File: src/rtl/sram_access_arbiter.sv
// Arbitrates independent write/read request streams onto a single-port SRAM bank and
// returns read lines through a credit-protected FIFO, so backpressure never drops bank data.
module sram_access_arbiter #(
    parameter int DATA_WIDTH  = 16,
    parameter int FETCH_WIDTH = 4,
    parameter int ADDR_WIDTH  = 8,
    parameter int FIFO_DEPTH  = 2
) (
    input  logic                              clk,
    input  logic                              rst_n,
    input  logic                              clk_en,
    input  logic                              flush,
    input  logic                              wr_valid,
    output logic                              wr_ready,
    input  logic [ADDR_WIDTH-1:0]             wr_addr,
    input  logic [DATA_WIDTH*FETCH_WIDTH-1:0] wr_data,
    input  logic                              rd_valid,
    output logic                              rd_ready,
    input  logic [ADDR_WIDTH-1:0]             rd_addr,
    output logic                              rd_data_valid,
    input  logic                              rd_data_ready,
    output logic [DATA_WIDTH*FETCH_WIDTH-1:0] rd_data,
    output logic [ADDR_WIDTH-1:0]             mem_addr_in_bank,
    output logic                              mem_cen_in_bank,
    output logic                              mem_wen_in_bank,
    output logic [DATA_WIDTH*FETCH_WIDTH-1:0] mem_data_in_bank,
    input  logic [DATA_WIDTH*FETCH_WIDTH-1:0] mem_data_out_bank
);
    localparam int LINE_W = DATA_WIDTH * FETCH_WIDTH;
    localparam int PTR_W  = (FIFO_DEPTH > 1) ? $clog2(FIFO_DEPTH) : 1;
    localparam int OCC_W  = $clog2(FIFO_DEPTH + 1);
    localparam int SUM_W  = OCC_W + 1;

    logic [LINE_W-1:0] r_fifo [FIFO_DEPTH];
    logic [PTR_W-1:0]  r_wptr;
    logic [PTR_W-1:0]  r_rptr;
    logic [OCC_W-1:0]  r_occ;
    logic              r_inflight;
    logic              r_prio;
    logic              r_live;

    logic              w_active;
    logic              w_has_data;
    logic              w_pop;
    logic              w_push;
    logic [SUM_W-1:0]  w_pending;
    logic              w_credit;
    logic              w_wr_elig;
    logic              w_rd_elig;
    logic              w_wr_gnt;
    logic              w_rd_gnt;

    function automatic logic [PTR_W-1:0] next_ptr(input logic [PTR_W-1:0] ptr);
        if (ptr == PTR_W'(FIFO_DEPTH - 1)) begin
            return {PTR_W{1'b0}};
        end else begin
            return ptr + PTR_W'(1);
        end
    endfunction

    // Credit accounting and grant selection; r_live drops with rst_n so no grant leaks out in reset.
    always_comb begin
        w_active   = clk_en & ~flush & r_live;
        w_has_data = (r_occ != OCC_W'(0));
        w_pop      = w_active & w_has_data & rd_data_ready;
        w_push     = r_inflight & ~flush;
        w_pending  = SUM_W'(r_occ) + SUM_W'(r_inflight) - SUM_W'(w_pop);
        w_credit   = (w_pending < SUM_W'(FIFO_DEPTH));
        w_wr_elig  = w_active & wr_valid;
        w_rd_elig  = w_active & rd_valid & w_credit;
        w_wr_gnt   = w_wr_elig & (~w_rd_elig | ~r_prio);
        w_rd_gnt   = w_rd_elig & (~w_wr_elig | r_prio);
    end

    // Handshake and bank drive, all decoded from the grant.
    always_comb begin
        wr_ready        = w_wr_gnt;
        rd_ready        = w_rd_gnt;
        rd_data_valid   = w_active & w_has_data;
        mem_cen_in_bank = w_wr_gnt | w_rd_gnt;
        mem_wen_in_bank = w_wr_gnt;
        if (w_wr_gnt) begin
            mem_addr_in_bank = wr_addr;
            mem_data_in_bank = wr_data;
        end else if (w_rd_gnt) begin
            mem_addr_in_bank = rd_addr;
            mem_data_in_bank = {LINE_W{1'b0}};
        end else begin
            mem_addr_in_bank = {ADDR_WIDTH{1'b0}};
            mem_data_in_bank = {LINE_W{1'b0}};
        end
        if (w_has_data) begin
            rd_data = r_fifo[r_rptr];
        end else begin
            rd_data = {LINE_W{1'b0}};
        end
    end

    // Arbitration state, in-flight tracking and the return FIFO.
    always_ff @(posedge clk or negedge rst_n) begin
        if (!rst_n) begin
            r_live     <= 1'b0;
            r_wptr     <= {PTR_W{1'b0}};
            r_rptr     <= {PTR_W{1'b0}};
            r_occ      <= {OCC_W{1'b0}};
            r_inflight <= 1'b0;
            r_prio     <= 1'b0;
            for (int i = 0; i < FIFO_DEPTH; i++) begin
                r_fifo[i] <= {LINE_W{1'b0}};
            end
        end else if (flush) begin
            r_live     <= 1'b1;
            r_wptr     <= {PTR_W{1'b0}};
            r_rptr     <= {PTR_W{1'b0}};
            r_occ      <= {OCC_W{1'b0}};
            r_inflight <= 1'b0;
            r_prio     <= 1'b0;
        end else begin
            r_live <= 1'b1;
            if (w_push) begin
                r_fifo[r_wptr] <= mem_data_out_bank;
                r_wptr         <= next_ptr(r_wptr);
            end
            if (w_pop) begin
                r_rptr <= next_ptr(r_rptr);
            end
            case ({w_push, w_pop})
                2'b10:   r_occ <= r_occ + OCC_W'(1);
                2'b01:   r_occ <= r_occ - OCC_W'(1);
                default: r_occ <= r_occ;
            endcase
            // With clk_en low the grant is 0: a line captured this cycle moves from
            // in-flight into the FIFO count, so the pending total stays the same.
            r_inflight <= w_rd_gnt;
            if (w_wr_elig & w_rd_elig) begin
                r_prio <= ~r_prio;
            end
        end
    end
endmodule

File: config.mk
export PLATFORM = sky130hd
export DESIGN_NAME = sram_access_arbiter
export DESIGN_NICKNAME = d
export VERILOG_FILES = /design/src/rtl/sram_access_arbiter.sv
export SDC_FILE = /design/constraint.sdc
export NUM_CORES = 1
export LEC_CHECK = 0
export BUFFER_PORTS_ARGS = -buffer_cell sky130_fd_sc_hd__buf_2
export CORE_UTILIZATION = 54
export CTS_BUF_LIST = sky130_fd_sc_hd__clkbuf_2 sky130_fd_sc_hd__clkbuf_4 sky130_fd_sc_hd__clkbuf_8
export CTS_CLUSTER_DIAMETER = 30
export CTS_CLUSTER_SIZE = 8
export DETAILED_ROUTE_END_ITERATION = 16
export PLACE_DENSITY = 0.92
export SLEW_MARGIN = 20
export SYNTH_ARGS = -nofsm -noshare
export SYNTH_HDL_FRONTEND = slang
export SYNTH_SLANG_ARGS = --single-unit
File: constraint.sdc
create_clock -name clk -period 5.8 [get_ports clk]
set_input_delay 0.58 -clock clk [delete_from_list [all_inputs] [get_ports clk]]
set_output_delay 0.58 -clock clk [all_outputs]
set_load 0.01 [all_outputs]
==> impl_metrics.env <==
export IMPL_crit_slowest_cell="nor3b_2"
export IMPL_start_util_pct=56.30
export IMPL_drc=0
export IMPL_grt_max_degree=73
export IMPL_io_pins=292
export IMPL_path_class="flop to primary output"
export IMPL_max_stage_delay_ns=0.62
export IMPL_holdWs_ns=0.2348
export IMPL_clock_path_buffers=2
export IMPL_cp_cell_sequence="nor2_4 > nor3b_1 > ha_1 > nand2b_1 > fa_1 > xnor2_2 > nor3b_2 > a32o_1 > buf_2"
export IMPL_run_status="complete, no violations"
export IMPL_critPathLaunch="r_occ[1]$_DFFE_PN0P_"
export IMPL_hold_viol_final=0
export IMPL_htree_levels=4
export IMPL_synth_warnings=0
export IMPL_clock_skew_ns=0.01672
export IMPL_finalCriticalPeriod_ns=4.150
export IMPL_start_kind="flop"
export IMPL_track_usage_pct=32.50
export IMPL_drv_cap=0
export IMPL_async_flop_share_pct=100.0
export IMPL_synth_edf_count=0
export IMPL_fin_nets=981
export IMPL_ir_drop_uv=220.6
export IMPL_cts_sinks=135
export IMPL_yosysUniqueCellTypes=36
export IMPL_finalSetupViolations=0
export IMPL_cts_tree="yes"
export IMPL_avgSynthCellArea_um2=12.38
export IMPL_synth_nets=706
export IMPL_clock_latency_ns=0.44
export IMPL_crit_arrival_ns=3.57
export IMPL_final_common_cell="buf_2"
export IMPL_avgViaCountPerCell=5.356
export IMPL_relSlewSlack_pct=39.73
export IMPL_required_ns=5.22
export IMPL_wire_per_inst_um=20.29
export IMPL_rsz0062_at_grt="no"
export IMPL_power_density_nw_per_um2=249.1
export IMPL_r2r_start="r_occ[1]$_DFFE_PN0P_"
export IMPL_gp_congestion=0.9181
export IMPL_die_h_um=114.6
export IMPL_layout_common_cells="buf_2 (290), dfrtp_1 (134), mux2_2 (128), mux2i_1 (68), nor2_1 (67)"
export IMPL_cts_resized=0
export IMPL_dp_final_hpwl_um=15600
export IMPL_slew_violations=0
export IMPL_worst_path_buf_inv=1
export IMPL_critPathMaxFanout=10
export IMPL_cts_hold_buffers=0
export IMPL_drive_gt1_share_pct=55.29
export IMPL_port_buffers=291
export IMPL_min_period_over_period_pct=71.55
export IMPL_clkSlewWorstSetupHoldPaths_ns=0.08
export IMPL_core_area_um2=12160
export IMPL_leakage_uw=0.004585
export IMPL_drtIter0Drc=350
export IMPL_critPathCaptureType="primary output"
export IMPL_grt_pass1_wl_um=30490
export IMPL_setup_tns_final_ns=0
export IMPL_max_freq_mhz=241.0
export IMPL_firstDrtPassIters=5
export IMPL_die_area_um2=13130
export IMPL_overflow=0
export IMPL_rows=40
export IMPL_crit_family="simple AND/OR/NAND/NOR gates"
export IMPL_post_cts_setup_buffers=0
export IMPL_vias=5431
export IMPL_final_antenna_net_count=0
export IMPL_grt_pass1_vias=5359
export IMPL_syn_area_um2=6847
export IMPL_fp_dieW_um=114.6
export IMPL_routed_wl_um=20580
export IMPL_cts_root_buf="clkbuf_8"
export IMPL_antenna_found_initial=12
export IMPL_ys_flop_type="dfrtp_1"
export IMPL_syn_to_final_growth_pct=27.91
export IMPL_syn_inst=553
export IMPL_fin_util_pct=72.01
export IMPL_hold_path_class="primary input to asynchronous set/reset pin"
export IMPL_seq_area_frac_synth_pct=49.34
export IMPL_numCtsBuffers=17
export IMPL_tightestPinTransition_ns=0.9041
export IMPL_synth_seq_cells=135
==> stage by stage <==
stage / cell area [um2] / setup slack (ns) / total power, uW / cells
final: 8757 / 1.650 / 2181 / 1014
after global routing: 8755 / 1.439 / 2276 / 1013
after CTS: 8690 / 1.308 / 2197 / 1007
after detailed placement: 8284 / 1.445 / 1411 / 975
after global placement: 8284 / 1.567 / 1390 / 975
after floorplan: 6847 / 2.288 / 1273 / 553
==> flip-flops by register name, indices dropped and copies added (netlist names) <==
| register | count |
|---|---|
| r_live | 1 |
| r_prio | 1 |
| r_fifo | 128 |
| r_wptr | 1 |
| r_inflight | 1 |
| r_occ | 2 |
| r_rptr | 1 |
==> synth_stat cells (2+ instances only) <==
| library cell | number | area (um2) |
|---|---|---|
| dfrtp_1 | 135 | 3378 |
| mux2_2 | 128 | 1441 |
| mux2i_1 | 68 | 680.7 |
| nor2_1 | 68 | 255.2 |
| and2_1 | 66 | 412.9 |
| buf_6 | 12 | 135.1 |
| buf_2 | 11 | 55.05 |
| a32o_1 | 8 | 80.08 |
| and3_1 | 8 | 50.05 |
| clkbuf_1 | 8 | 30.03 |
| buf_4 | 7 | 52.55 |
| nand2b_1 | 4 | 25.02 |
| buf_1 | 3 | 11.26 |
| inv_1 | 2 | 7.510 |
| nand3b_1 | 2 | 15.01 |
| nand4b_1 | 2 | 17.52 |
| nor3b_1 | 2 | 15.01 |
==> worst paths after layout <==
| path | endpoint | slack, ns | cells past startpoint |
|---|---|---|---|
| hold reg to reg | r_fifo[27]$_DFFE_PN0P_ | 0.51 | 1 |
| hold / removal | r_fifo[35]$_DFFE_PN0P_ | 0.23 | 1 |
| setup / recovery | mem_addr_in_bank[6] | 1.65 | 9 |
| min in group clk | r_fifo[84]$_DFFE_PN0P_ | 0.38 | 2 |
| setup reg to reg | r_inflight$_DFF_PN0_ | 2.82 | 8 |
| max in group asynchronous | r_fifo[13]$_DFFE_PN0P_ | 4.20 | 2 |
==> where the power goes <==
group / leakage (uW) / internal (uW) / switching [uW] / total [uW]
clock network: 0.000196 / 409 / 376 / 784
logic: 0.00258 / 163 / 135 / 299
registers: 0.00181 / 1040 / 55.6 / 1100
total: 0.00458 / 1610 / 567 / 2180
==> area by class of cell <==
| class | count | area (um2) |
|---|---|---|
| clock inverter | 13 | 143.9 |
| fill | 891 | 3405 |
| antenna | 5 | 12.51 |
| inverter | 2 | 7.507 |
| timing repair buffer | 297 | 1544 |
| multi-input combinational | 375 | 3196 |
| tap | 168 | 210.2 |
| clock buffer | 19 | 261.5 |
| sequential | 135 | 3382 |
==> per-layer routing <==
layer | track usage, % | routed length (um) | vias up
met4 | 12.03 | 616 | 2
met1 | 40.22 | 8096 | 2682
met5 | 0 | 13 | -
li1 | - | - | 2468
met2 | 54.55 | 10130 | 243
met3 | 8.894 | 1724 | 36
==> cells by family (layout without fill, tap and decap cells) <==
group	count (synthesis)	count (layout)	synth area share [%]
multiplexers	196	196	30.99
AND/OR/NAND/NOR	160	160	12.61
flip-flops	135	135	49.34
buffers and inverters	43	331	4.258
AO/OA/AOI/OAI	14	14	1.901
adder cells (fa/ha/maj)	2	2	0.4751
XOR/XNOR	2	2	0.3656
other	1	6	0.05477
Note: power is estimated with default switching activity, not from simulation.
